### config.mk
export PLATFORM = sky130hd
export DESIGN_NAME = mem_bus_arbiter
export DESIGN_NICKNAME = d
export VERILOG_FILES = /design/src/rtl/mem_bus_arbiter.sv
export SDC_FILE = /design/constraint.sdc
export NUM_CORES = 1
export LEC_CHECK = 0
export ABC_AREA = 1
export BUFFER_PORTS_ARGS = -buffer_cell sky130_fd_sc_hd__buf_2
export CORE_AREA = 2 2 105 107
export CTS_BUF_LIST = sky130_fd_sc_hd__clkbuf_2
export DETAILED_ROUTE_END_ITERATION = 12
export DIE_AREA = 0 0 107 109
export PLACE_DENSITY = 0.87
export SLEW_MARGIN = 20
export SYNTH_ARGS = -nofsm -noshare
export SYNTH_HDL_FRONTEND = slang
export SYNTH_SLANG_ARGS = --single-unit
### constraint.sdc
create_clock -name clock -period 8.3 [get_ports clock]
set_input_delay 0.83 -clock clock [delete_from_list [all_inputs] [get_ports clock]]
set_output_delay 0.83 -clock clock [all_outputs]
set_load 0.01 [all_outputs]
### src/rtl/mem_bus_arbiter.sv
// mem_bus_arbiter: shares one memory port between two requesters (m0, m1)
// using a request/grant/ack handshake, a programmable wait-state count and
// round-robin arbitration on simultaneous requests.
// Build macro ARB_FIXED_PRIORITY_EN: when defined, m0 always wins a tie and
// no last-served history is kept.
module mem_bus_arbiter #(
    parameter int unsigned WAIT_CYCLES = 1,
    parameter int unsigned ADDR_W      = 32,
    parameter int unsigned DATA_W      = 32
) (
    input  logic              clock,
    input  logic              reset,
    input  logic              m0_req,
    input  logic              m0_rw,
    input  logic [ADDR_W-1:0] m0_addr,
    input  logic [DATA_W-1:0] m0_wdata,
    output logic              m0_ack,
    input  logic              m1_req,
    input  logic              m1_rw,
    input  logic [ADDR_W-1:0] m1_addr,
    input  logic [DATA_W-1:0] m1_wdata,
    output logic              m1_ack,
    output logic [DATA_W-1:0] rdata,
    output logic [ADDR_W-1:0] mem_address,
    output logic [DATA_W-1:0] mem_datao,
    output logic              mem_rw,
    output logic              mem_en,
    input  logic [DATA_W-1:0] mem_data,
    output logic              busy
);

    localparam int unsigned CNT_W = 4;
    localparam logic [CNT_W-1:0] CNT_INIT = CNT_W'(WAIT_CYCLES);

    typedef enum logic [1:0] {
        IDLE   = 2'd0,
        ACCESS = 2'd1,
        DONE   = 2'd2
    } state_t;

    state_t            state_q, state_d;
    logic [CNT_W-1:0]  cnt_q, cnt_d;
    logic              gnt_m1_q, gnt_m1_d;
    logic [ADDR_W-1:0] addr_q, addr_d;
    logic [DATA_W-1:0] wdata_q, wdata_d;
    logic              rw_q, rw_d;
    logic [DATA_W-1:0] rdata_q, rdata_d;
    logic              mem_en_q, mem_en_d;
    logic              mem_rw_q, mem_rw_d;
    logic              busy_q, busy_d;
    logic              m0_ack_q, m0_ack_d;
    logic              m1_ack_q, m1_ack_d;
    logic              pick_m1;
`ifndef ARB_FIXED_PRIORITY_EN
    logic              last_m1_q, last_m1_d;
`endif

    // Arbitration decision for the current IDLE cycle
`ifdef ARB_FIXED_PRIORITY_EN
    always_comb begin
        pick_m1 = m1_req && !m0_req;
    end
`else
    always_comb begin
        pick_m1 = m1_req && (!m0_req || !last_m1_q);
    end
`endif

    // Next-state and registered-output computation
    always_comb begin
        state_d   = state_q;
        cnt_d     = cnt_q;
        gnt_m1_d  = gnt_m1_q;
        addr_d    = addr_q;
        wdata_d   = wdata_q;
        rw_d      = rw_q;
        rdata_d   = rdata_q;
        mem_en_d  = mem_en_q;
        mem_rw_d  = mem_rw_q;
        busy_d    = busy_q;
        m0_ack_d  = 1'b0;
        m1_ack_d  = 1'b0;
`ifndef ARB_FIXED_PRIORITY_EN
        last_m1_d = last_m1_q;
`endif
        case (state_q)
            IDLE: begin
                if (m0_req || m1_req) begin
                    state_d  = ACCESS;
                    gnt_m1_d = pick_m1;
                    addr_d   = pick_m1 ? m1_addr  : m0_addr;
                    wdata_d  = pick_m1 ? m1_wdata : m0_wdata;
                    rw_d     = pick_m1 ? m1_rw    : m0_rw;
                    mem_rw_d = pick_m1 ? m1_rw    : m0_rw;
                    cnt_d    = CNT_INIT;
                    mem_en_d = 1'b1;
                    busy_d   = 1'b1;
                end
            end
            ACCESS: begin
                if (cnt_q != '0) begin
                    cnt_d = cnt_q - CNT_W'(1);
                end else begin
                    state_d  = DONE;
                    mem_en_d = 1'b0;
                    mem_rw_d = 1'b1;
                    if (rw_q) begin
                        rdata_d = mem_data;
                    end
                    m0_ack_d = !gnt_m1_q;
                    m1_ack_d = gnt_m1_q;
                end
            end
            DONE: begin
                state_d   = IDLE;
                busy_d    = 1'b0;
`ifndef ARB_FIXED_PRIORITY_EN
                last_m1_d = gnt_m1_q;
`endif
            end
            default: begin
                state_d  = IDLE;
                mem_en_d = 1'b0;
                mem_rw_d = 1'b1;
                busy_d   = 1'b0;
            end
        endcase
    end

    // State and output registers; reset drops any transaction in flight
    always_ff @(posedge clock or posedge reset) begin
        if (reset) begin
            state_q   <= IDLE;
            cnt_q     <= '0;
            gnt_m1_q  <= 1'b0;
            addr_q    <= '0;
            wdata_q   <= '0;
            rw_q      <= 1'b0;
            rdata_q   <= '0;
            mem_en_q  <= 1'b0;
            mem_rw_q  <= 1'b1;
            busy_q    <= 1'b0;
            m0_ack_q  <= 1'b0;
            m1_ack_q  <= 1'b0;
`ifndef ARB_FIXED_PRIORITY_EN
            last_m1_q <= 1'b1;
`endif
        end else begin
            state_q   <= state_d;
            cnt_q     <= cnt_d;
            gnt_m1_q  <= gnt_m1_d;
            addr_q    <= addr_d;
            wdata_q   <= wdata_d;
            rw_q      <= rw_d;
            rdata_q   <= rdata_d;
            mem_en_q  <= mem_en_d;
            mem_rw_q  <= mem_rw_d;
            busy_q    <= busy_d;
            m0_ack_q  <= m0_ack_d;
            m1_ack_q  <= m1_ack_d;
`ifndef ARB_FIXED_PRIORITY_EN
            last_m1_q <= last_m1_d;
`endif
        end
    end

    assign m0_ack      = m0_ack_q;
    assign m1_ack      = m1_ack_q;
    assign rdata       = rdata_q;
    assign mem_address = addr_q;
    assign mem_datao   = wdata_q;
    assign mem_rw      = mem_rw_q;
    assign mem_en      = mem_en_q;
    assign busy        = busy_q;

endmodule

==> impl_results.md, run 1 <==
* Setup TNS at 0 ns
* Startpoint Class: flop
* Capturing element type of the critical path: flop
* Commonest cells after routing, fill and taps aside: 266 x buf_2, 144 x nand2_1, 107 x dfrtp_1, 77 x nor2_1
* Setup Buffers After CTS at 0
* Final Cell Area at 6282 sq um
* Clock skew at 0.03536 ns
* Sw frac at 44.14%
* Final cell count without fillers at 950
* All-Layer GR Usage at 21.79%
* Hold Crit Class: input port to async pin
* Initial drt markers at 306
* Post-Syn Instances at 562
* Max IR drop VDD at 0.1513 mV
* Vias per Instance at 4.929
* Routed wire per std cell at 13.94 um
* Final Hold Fails at 0
* Placed Cells at 934
* Period utilization at 27.16%
* Clock tree buffer depth at 2
* Slowest cell on crit path: nor2_4
* CTS tree: built
* H-Tree Depth at 3
* Max frequency at 0.4436 GHz
* Crit Path Class: flop to flop
* Drt total wl at 13,240 um
* Clk Latency, worst-skew pair at 0.58 ns
* Clock buffer count from CTS at 9
* Worst Tran Pin Value at 0.9775 ns
* Seq pwr share at 41.8%
* Starting Density at 45.57%
* Syn-to-layout area delta at 30.01%
* Synth Cell Area at 4832 sq um
* Syn nets at 730
* Status: finished clean
* Vias in the first global route at 4,152
* FP Rows at 38
* Unrepaired setup endpoints after global routing: no
* Int Pwr at 1.289 mW
* DR pass1 iterations at 5
* Core Footprint at 10,600 sq um
* Final nets at 973
* CP most frequent cell: nand2_1
* Clock transition at path regs at 0.33 ns
* Initial antenna violation count at 0
* Flip-flop and latch count after synthesis at 110
* Leak Pwr at 3.399 nW
* Relative slew slack at 34.83%
* Distinct cells, synth at 23
* Full die area at 11,660 sq um
* Final Util at 59.25%
* Die W at 107 um
* Die height at 109 um
* PnR worst setup slack at 6.046 ns
* Via count at 4,683
* Final Critical Period at 2.254 ns
* Share of layout cells above drive strength 1 at 37.04%
* Placed Area at 6147 sq um
* Syn avg cell area at 8.598 sq um
* Leading cell type in the layout, fill and taps excluded: buf_2
* Worst slack at placement at 5.708 ns
* Hold-fix buffers, CTS at 0
* Critical path arrival at 2.74 ns
* I/O pin total at 267
* Multi-input logic area at 1799 sq um
* NetSw at 1.018 mW
* Hpwl dp at 9621 um
* Maxcap violations at 0
* Comb pwr share at 46.5%
* Root buffer cell: clkbuf_2
* Post-synthesis sequential area ratio at 57.02%
* # DRC at 0
* Clk pwr share at 11.7%
* WP data required at 8.78 ns
* Register area at 2756 sq um
* Final GP Congestion at 0.7964
* N_diodes at 0
* DRT antenna net count at 0
* Worst-path fanout max at 35
* Setup-failing EPs final at 0
* Clock sink total at 110
* First-pass GRT wire length at 20,070 um
* Filler instances at 950
* Pin count of the biggest net entering global routing at 66
* Pwr Density at 367.2 nW/um^2
* Worst path max stage delay at 0.65 ns
* Critical Path, Cell by Cell: inv_1 -> ha_1 -> nand2_1 -> nor2_4 -> nand2_4 -> nand2_1 -> nand2_1
* Final Max Slew Viols at 0
* Synth Warn # at 0
* Total congestion overflow at 0
* I/O Buffers at 266
* Post-CTS Resized at 0
per-stage QoR:
step / hold slack (ns) / power, mW
5_1_grt: 0.2304 / 2.497
3_3_place_gp: 0.4094 / 2.012
3_5_place_dp: 0.4254 / 2.061
6_report: 0.2657 / 2.307
2_1_floorplan: 0.4012 / 1.652
4_1_cts: 0.2452 / 2.326
cell families (layout without fill, tap and decap cells):
group	after synthesis	count (layout)	synth area share [%]
buf+inv	49	297	5.904
compound gates	138	138	14.40
fa+ha+maj	2	2	0.5178
simple gates	262	262	21.98
xor+xnor	1	1	0.1813
flops	110	110	57.02
power by group through the flow:
stage          Clock, mW  Sequential, mW  Combinational, mW
6_report           0.270           0.963               1.07
3_5_place_dp           0           0.972               1.09
2_1_floorplan          0            1.07              0.587
5_1_grt            0.299           0.995               1.20
4_1_cts            0.276           0.960               1.09
3_3_place_gp           0           0.967               1.04
worst max-delay path, delay by kind of cell (launching register included):
| kind | cells | cell delay, ns |
|---|---|---|
| flip-flops | 1 | 0.46 |
| adder cells (fa/ha/maj) | 1 | 0.16 |
| buffers and inverters | 1 | 0.13 |
| AND/OR/NAND/NOR | 5 | 1.38 |
synth_stat cells:
library cell	instances	area, sq um
nand2_4	1	11.26
o21ai_2	1	8.760
nand2_1	144	540.5
o21ai_1	67	335.3
a21oi_1	2	10.01
inv_2	4	15.01
buf_4	6	45.04
nand4_1	1	6.260
nand3_1	35	175.2
buf_6	8	90.09
dfstp_2	2	52.55
inv_1	7	26.28
nor2_1	77	289.0
a31oi_1	1	6.260
clkbuf_1	9	33.78
clkbuf_2	2	10.01
nor2_4	3	33.78
dfrtp_1	108	2703
nand2_2	1	6.260
xor2_1	1	8.760
ha_1	2	25.02
o21ai_0	67	335.3
buf_2	13	65.06
metal layers:
layer  global-route usage [%]  vias to the layer above  routed length, um
li1                         -                     2316                  -
met1                    26.37                     2126               5254
met2                    38.44                      227               6593
met3                    6.575                       14               1222
met4                    5.102                        0                172
met5                        0                        -                  0
flip-flops by register name, summed over array words and instances, names as in the netlist:
signal	count
last_m1_q	1
mem_en	1
gnt_m1_q	1
m0_ack	1
busy	1
mem_datao	32
rw_q	1
m1_ack	1
mem_rw	1
rdata	32
cnt_q	4
state_q	2
mem_address	32
area by class of cell:
class | count | area share (%)
Inverter | 11 | 0.6971
Sequential cell | 110 | 43.88
Clock buffer | 9 | 0.7170
Clock inverter | 7 | 1.414
Multi-Input combinational cell | 403 | 28.64
Timing Repair Buffer | 270 | 21.87
Tap cell | 140 | 2.788
worst paths after layout:
check / from / cells past startpoint / endpoint / slack [ns]
max in group asynchronous: reset / 3 / rw_q / 6.87
max: cnt_q[0] / 7 / rdata[4] / 6.05
min: reset / 2 / mem_address[16] / 0.27
max reg2reg: cnt_q[0] / 7 / rdata[4] / 6.05
min reg2reg: gnt_m1_q / 1 / m0_ack / 0.45
min in group clock: mem_data[26] / 3 / rdata[26] / 0.44
(Power assumes the default switching activity.)
==> run 2, diff against run 1 <==
Settings changed: ABC_AREA 1 to 0, CORE_AREA 2 2 105 107 to default, CORE_MARGIN from default to 1, CORE_UTILIZATION from default to 47, DIE_AREA 0 0 107 109 to default.
Clock period 8.3 ns to 2.17 ns, I/O delays scaled along.
==> run 2 against run 1 <==
- the flow now stops in clock tree synthesis (4_1_cts)
- synthesized cell count down 41%
- synthesized area is 9.5% higher
==> impl_results.md, run 2 <==
* Status: aborted with a tool error (was finished clean)
* Last step reached: clock tree synthesis (4_1_cts)
* Tool Error: [ERROR RSZ-0060] Max buffer count reached.
* Post-Synth Simple-Gate Area at 1.939% (was 21.98%)
* Mux cell area share after synthesis at 40.22% (was 0%)
* I/O Buffers at 266 (unchanged)
* H-Tree Depth at 3 (unchanged)
* Distinct cells, synth at 35 (was 23)
* Synth Cell Area at 5291 sq um (was 4832 sq um)
* Post-CTS Resized at 0 (unchanged)
* Yosys top cell by area: dfrtp_1 (unchanged)
* Syn avg cell area at 15.94 sq um (was 8.598 sq um)
* Clock tree buffer depth at 2 (unchanged)
* FFs w/ async S/R, synth at 100.0% (unchanged)
* Post-synth EDFFs at 0 (unchanged)
* Hpwl dp at 9438 um (was 9621 um)
* Xor/xnor cell area share of the yosys netlist at 0% (was 0.1813%)
* Placed Area at 6787 sq um (was 6147 sq um)
* Flip-flop and latch count after synthesis at 110 (unchanged)
* Top-area cell type share of the netlist area at 51.08% (was 55.93%)
* Final GP Congestion at 0.7752 (was 0.7964)
* Syn nets at 500 (was 730)
* Largest cells by area after synthesis: dfrtp_1 51%, mux2_4 22%, mux2_2 16%, mux2_1 2.6%, buf_6 1.9% (was dfrtp_1 56%, nand2_1 11%, o21ai_0 6.9%, o21ai_1 6.9%, nor2_1 6.0%)
* Hold-fix buffers, CTS at 149 (was 0)
* Clock sink total at 110 (unchanged)
* FP Rows at 38 (unchanged)
* Root buffer cell: clkbuf_2 (unchanged)
* Post-Syn Instances at 332 (was 562)
* Synth Flop Type: dfrtp_1 (unchanged)
* Synth Area in Adders at 0.4729% (was 0.5179%)
* Starting Density at 48.60% (was 45.57%)
* Post-synth top cells: 108 x dfrtp_1, 76 x mux2_4, 73 x mux2_2, 12 x mux2_1, 9 x buf_6 (was 144 x nand2_1, 108 x dfrtp_1, 77 x nor2_1, 67 x o21ai_0, 67 x o21ai_1)
* Die height at 108.1 um (was 109 um)
* Synth Warn # at 0 (unchanged)
* Die W at 108.1 um (was 107 um)
* Largest family of logic cells by synthesized area: multiplexers (was simple AND/OR/NAND/NOR gates)
* I/O pin total at 267 (unchanged)
* Clock buffer count from CTS at 9 (unchanged)
* Compound-gate portion of the synthesized area at 2.081% (was 14.40%)
* Most common cell in the netlist: dfrtp_1 (was nand2_1)
* Post-synthesis sequential area ratio at 52.07% (was 57.02%)
* Setup Buffers After CTS at 0 (unchanged)
run 2: kinds of logic after synthesis:
family	Yosys count
flip-flops	110
adder cells (fa/ha/maj)	2
multiplexers	164
AND/OR/NAND/NOR	16
buffers and inverters	24
AO/OA/AOI/OAI	16
run 2: through the flow:
step	utilization [%]	hold WS, ns	setup slack [ns]	cells
floorplan	-	0.3487	0.5942	332
global placement	62.33	0.4180	0.5453	726
detailed placement	62.33	0.4357	0.4299	726
==> run 3, diff against run 2 <==
Settings changed: CORE_UTILIZATION 47 to 40, CTS_BUF_LIST sky130_fd_sc_hd__clkbuf_2 to default, PLACE_DENSITY 0.87 to default, PLACE_DENSITY_LB_ADDON from default to 0.15.
==> run 3 against run 2 <==
- the run now ends clean
- synthesized area unchanged
- synthesized cell count unchanged
==> impl_results.md, run 3 <==
* # DRC at 0
* Total congestion overflow at 0
* Starting Density at 41.42% (was 48.60%)
* Setup Buffers After CTS at 0 (unchanged)
* Hpwl dp at 8743 um (was 9438 um)
* Post-synthesis sequential area ratio at 52.07% (unchanged)
* N_diodes at 0
* Core Footprint at 12,770 sq um
* Syn-to-layout area delta at 34.15%
* Top-area cell type share of the netlist area at 51.08% (unchanged)
* I/O Buffers at 266 (unchanged)
* Pwr Density at 1317 nW/um^2
* Capturing element type of the critical path: flop
* Critical path arrival at 2.02 ns
* WP data required at 2.40 ns
* Routed wire per std cell at 15.38 um
* Clock buffer count from CTS at 9 (unchanged)
* Final nets at 765
* Via count at 3,588
* Final Critical Period at 1.795 ns
* Startpoint Class: flop
* Largest cells by area after synthesis: dfrtp_1 51%, mux2_4 22%, mux2_2 16%, mux2_1 2.6%, buf_6 1.9% (unchanged)
* Post-synth top cells: 108 x dfrtp_1, 76 x mux2_4, 73 x mux2_2, 12 x mux2_1, 9 x buf_6 (unchanged)
* Leading cell type in the layout, fill and taps excluded: buf_2
* Initial antenna violation count at 0
* Top sig layer: met4
* All-Layer GR Usage at 17.11%
* Hold-fix buffers, CTS at 0 (was 149)
* DR pass1 iterations at 4
* Reg2reg path depth at 4
* Post-Syn Instances at 332 (unchanged)
* Setup TNS at 0 ns
* Leak Pwr at 3.601 nW
* Most common cell in the netlist: dfrtp_1 (unchanged)
* FFs w/ async S/R, synth at 100.0% (unchanged)
* Initial drt markers at 136
* Max IR drop VDD at 0.7507 mV
* First-pass GRT wire length at 17,680 um
* Syn avg cell area at 15.94 sq um (unchanged)
* CTS tree: built
* Syn nets at 500 (unchanged)
* Routed met1 length at 4896 um
* Full die area at 13,690 sq um
* Distinct cells, synth at 35 (unchanged)
* Period utilization at 82.72%
* Worst Tran Pin Value at 0.5812 ns
* Vias in the first global route at 3,533
* Maxcap violations at 0
* Post-synth EDFFs at 0 (unchanged)
* Relative slew slack at 61.25%
* DRT antenna net count at 0
* Clock transition at path regs at 0.07 ns
* Clock skew at 0.008181 ns
* Commonest cells after routing, fill and taps aside: 266 x buf_2, 108 x dfrtp_1, 76 x mux2_4, 73 x mux2_2, 12 x mux2_1
* Crit Path Class: flop to flop
* Post-CTS Resized at 0 (unchanged)
* Final Hold Fails at 0
* Placed Cells at 758 (was 726)
* Worst-path fanout max at 24
* Flip-flop and latch count after synthesis at 110 (unchanged)
* Yosys top cell by area: dfrtp_1 (unchanged)
* Pin count of the biggest net entering global routing at 111
* Synth Flop Type: dfrtp_1 (unchanged)
* DR WL met2 at 6053 um
* Synth Cell Area at 5291 sq um (unchanged)
* Final cell count without fillers at 774
* Final Max Slew Viols at 0
* Clk Latency, worst-skew pair at 0.35 ns
* Drt total wl at 11,910 um
* Vias per Instance at 4.636
* Unrepaired setup endpoints after global routing: no
* Final GP Congestion at 0.7660 (was 0.7752)
* Max frequency at 0.5571 GHz
* FP Rows at 41 (was 38)
* H-Tree Depth at 3 (unchanged)
* Clock tree buffer depth at 2 (unchanged)
* Hold Slack at 0.04423 ns
* Hold Crit Class: input port to async pin
* Share of layout cells above drive strength 1 at 73.59%
* I/O pin total at 267 (unchanged)
* Setup-failing EPs final at 0
* Routed wl met3 at 831 um
* Root buffer cell: clkbuf_16 (was clkbuf_2)
* Status: finished clean (was aborted with a tool error)
* Die height at 117.0 um (was 108.1 um)
* Die W at 117.0 um (was 108.1 um)
* Clock sink total at 110 (unchanged)
* Synth Warn # at 0 (unchanged)
-- run 3: cell counts after synthesis --
No cell type changed its count.
-- run 3: stage by stage --
step	power [mW]	utilization, %	worst slack [ns]	instance area [sq um]
after floorplan	6.298	-	0.5942	5295
after global placement	7.753	53.35	0.4367	6814
after detailed placement	7.842	53.35	0.3803	6814
after CTS	9.504	55.57	0.3692	7098
after global routing	9.977	55.57	0.2812	7098
final	9.352	55.57	0.3749	7098
-- run 3: critical path, stage by stage (launching register included) --
cell	delay, ns
dfrtp_1	0.44
or2_1	0.31
nor2_4	0.14
buf_4	0.39
mux2_2	0.38
-- run 3: worst paths after layout --
path	slack, ns	end	start
worst min register to register	0.48	mem_address[7]	mem_address[7]
worst min-delay path	0.04	mem_datao[22]	reset
min in group clock	0.08	rdata[15]	mem_data[15]
max in group asynchronous	1.71	cnt_q[3]	reset
worst max register to register	0.37	mem_address[29]	state_q[1]
worst max-delay path	0.37	mem_address[29]	state_q[1]
-- run 3: routing by layer --
metal	vias up	track usage [%]
met3	10	5.149
met5	-	0
met1	1732	20.27
li1	1710	-
met4	0	4.810
met2	136	30.10
-- run 3: cell type report --
cell class                 count  area (sq um)
fill                        1099          5675
sequential                   110          2755
multi-input combinational    198          2379
timing repair buffer         272          1439
clock buffer                  12         236.5
tap                          172         215.2
clock inverter                 4         47.55
inverter                       6         26.28
-- run 3: report_power, final --
part	leakage (nW)	internal, mW	switching [mW]
Clock	0.137	0.893	0.713
Sequential	1.30	3.11	0.529
Combinational	2.17	2.31	1.80
-- run 3: logic make-up after synthesis --
group | synth area share (%)
AO/OA/AOI/OAI | 2.081
multiplexers | 40.22
AND/OR/NAND/NOR | 1.939
flip-flops | 52.07
buffers and inverters | 3.216
adder cells (fa/ha/maj) | 0.4728
==> run 4, diff against run 3 <==
Clock period 2.17 ns to 1.85 ns, I/O delays scaled along.
==> run 4 against run 3 <==
- the flow now finishes with violations (hold timing)
- first-iteration DRC count decreased by 20%
- register-to-register slack lost 0.22 ns
- worst setup slack worse by 0.22 ns
- worst hold slack worse by 0.072 ns
- fmax grew 5.6%
- non-clock buffer count stayed put
==> impl_results.md, run 4 (same netlist as run 3, synthesis figures left out) <==
* Starting Density at 41.42% (unchanged)
* Core Footprint at 12,770 sq um (unchanged)
* Final cell count without fillers at 772 (was 774)
* M2 GR Usage at 30.10% (unchanged)
* I/O Buffers at 266 (unchanged)
* Startpoint Class: flop (unchanged)
* # DRC at 0 (unchanged)
* Critical Path, Cell by Cell: inv_1 -> ha_1 -> nor3b_2 -> nand3_2 -> buf_12 -> mux2_1 (was or2_1 -> nor2_4 -> buf_4 -> mux2_2)
* PnR worst setup slack at 0.1505 ns (was 0.3749 ns)
* Reg2reg path depth at 6 (was 4)
* Clock buffer count from CTS at 9 (unchanged)
* NetSw at 3.549 mW (was 3.044 mW)
* Leak Pwr at 3.610 nW (was 3.601 nW)
* Final GP Congestion at 0.7738 (was 0.7660)
* Vias in the first global route at 3,589 (was 3,533)
* DRT antenna net count at 0 (unchanged)
* GRT busiest layer: met2 (unchanged)
* H-Tree Depth at 3 (unchanged)
* Die W at 117.0 um (unchanged)
* Leading cell type in the layout, fill and taps excluded: buf_2 (unchanged)
* Slowest cell on crit path: dfrtp_1 (unchanged)
* Setup TNS at 0 ns (unchanged)
* Crit Path Class: flop to flop (unchanged)
* Final Critical Period at 1.699 ns (was 1.795 ns)
* Comb pwr share at 43.9% (was 44.0%)
* Drt total wl at 11,940 um (was 11,910 um)
* WP data required at 2.07 ns (was 2.40 ns)
* Int Pwr at 7.482 mW (was 6.308 mW)
* FF-to-FF setup slack at 0.15 ns (was 0.37 ns)
* Share of layout cells above drive strength 1 at 73.67% (was 73.59%)
* I/O pin total at 267 (unchanged)
* Final Max Slew Viols at 0 (unchanged)
* Routed wire per std cell at 15.47 um (was 15.38 um)
* Clock sink total at 110 (unchanged)
* Reg2reg start: cnt_q[0] (was state_q[1])
* FF-to-FF End: rdata[10] (was mem_address[29])
* Max IR drop VDD at 0.8404 mV (was 0.7507 mV)
* Met3 Usage GRT at 3.862% (was 5.149%)
* Vias per Instance at 4.662 (was 4.636)
* Clock transition at path regs at 0.07 ns (about the same)
* Die height at 117.0 um (unchanged)
* Full die area at 13,690 sq um (unchanged)
* Root buffer cell: clkbuf_16 (unchanged)
* Status: complete, but fails checks (was finished clean)
* N_diodes at 0 (unchanged)
* All-Layer GR Usage at 16.99% (was 17.11%)
* Setup Buffers After CTS at 0 (unchanged)
* Final Hold Fails at 9 (was 0)
* Max frequency at 0.5884 GHz (was 0.5571 GHz)
* Syn-to-layout area delta at 34.50% (was 34.15%)
* Worst-path fanout max at 32 (was 24)
* FP Rows at 41 (unchanged)
* Clk pwr share at 17.3% (was 17.2%)
* Relative slew slack at 58.19% (was 61.25%)
* Commonest cells after routing, fill and taps aside: 266 x buf_2, 108 x dfrtp_1, 76 x mux2_4, 73 x mux2_2, 12 x mux2_1 (unchanged)
* Failing checks: hold timing
* Clock tree buffer depth at 2 (unchanged)
* Capturing element type of the critical path: flop (unchanged)
* CTS tree: built (unchanged)
* Via count at 3,599 (was 3,588)
* Initial antenna violation count at 0 (unchanged)
* Final Util at 55.72% (was 55.57%)
* Placed Cells at 758 (unchanged)
* Setup-failing EPs final at 0 (unchanged)
* Final nets at 765 (unchanged)
* Pin count of the biggest net entering global routing at 111 (unchanged)
* Sw frac at 32.18% (was 32.55%)
* Initial drt markers at 109 (was 136)
* Worst Tran Pin Value at 0.6272 ns (was 0.5812 ns)
* Hold-fix buffers, CTS at 0 (unchanged)
* Critical path arrival at 1.92 ns (was 2.02 ns)
* Hold Crit Class: input port to async pin (unchanged)
* Worst path max stage delay at 0.38 ns (was 0.44 ns)
* Total congestion overflow at 0 (unchanged)
* Filler instances at 1,107 (was 1,099)
* Hpwl dp at 8810 um (was 8743 um)
* Post-CTS Resized at 0 (unchanged)
* Worst slack at placement at 0.1550 ns (was 0.3803 ns)
* DR pass1 iterations at 4 (unchanged)
* M1 GR Usage at 20.41% (was 20.27%)
* Clk Latency, worst-skew pair at 0.34 ns (was 0.35 ns)
* Period utilization at 91.86% (was 82.72%)
* Seq pwr share at 38.8% (was 38.9%)
* Pwr Density at 1550 nW/um^2 (was 1317 nW/um^2)
* Maxcap violations at 0 (unchanged)
* Hold Slack at -0.02793 ns (was 0.04423 ns)
* Clock skew at 0.007026 ns (was 0.008181 ns)
* First-pass GRT wire length at 17,640 um (was 17,680 um)
* Unrepaired setup endpoints after global routing: no (unchanged)
run 4: power by group through the flow:
| stage | Clock, mW | Sequential (mW) | Combinational [mW] |
|---|---|---|---|
| 2_1_floorplan | 0 | 4.82 | 2.57 |
| 3_3_place_gp | 0 | 4.27 | 4.84 |
| 3_5_place_dp | 0 | 4.31 | 4.91 |
| 4_1_cts | 1.98 | 4.28 | 4.93 |
| 5_1_grt | 2.07 | 4.43 | 5.24 |
| 6_report | 1.91 | 4.27 | 4.85 |
run 4: critical path: cells and delay by family (launching register included):
| kind | cells | cell delay (ns) |
|---|---|---|
| flip-flops | 1 | 0.38 |
| adder cells (fa/ha/maj) | 1 | 0.18 |
| multiplexers | 1 | 0.33 |
| buffers and inverters | 2 | 0.30 |
| AND/OR/NAND/NOR | 2 | 0.38 |
run 4: worst max path at each step:
stage | start | endpoint | slack, ns | cells after the start
2_1_floorplan | state_q[0] | mem_address[7] | 0.27 | 5
3_3_place_gp | state_q[0] | mem_address[29] | 0.21 | 4
3_5_place_dp | state_q[1] | mem_address[30] | 0.16 | 4
4_1_cts | cnt_q[0] | rdata[10] | 0.14 | 6
5_1_grt | cnt_q[0] | rdata[16] | 0.04 | 6
6_report | cnt_q[0] | rdata[10] | 0.15 | 6
run 4: cell type report:
cell class,instances,area [sq um],area share [%]
Tap cell,172,215.2,3.024
Multi-Input combinational cell,198,2379,33.42
Timing Repair Buffer,272,1451,20.39
Clock inverter,1,30.03,0.4219
Sequential cell,110,2755,38.71
Inverter,6,26.28,0.3692
Clock buffer,13,260.3,3.657
run 4: per-layer routing:
layer / share of wire [%] / wire, um
met1: 42 / 4997
met2: 51 / 6122
met4: 1.4 / 172
met3: 5.4 / 649
met5: 0 / 0
run 4: metrics by stage:
step | instance area [sq um] | power (mW)
3_5_place_dp | 6827 | 9.222
6_report | 7117 | 11.03
5_1_grt | 7117 | 11.73
2_1_floorplan | 5295 | 7.388
4_1_cts | 7117 | 11.19
3_3_place_gp | 6827 | 9.114
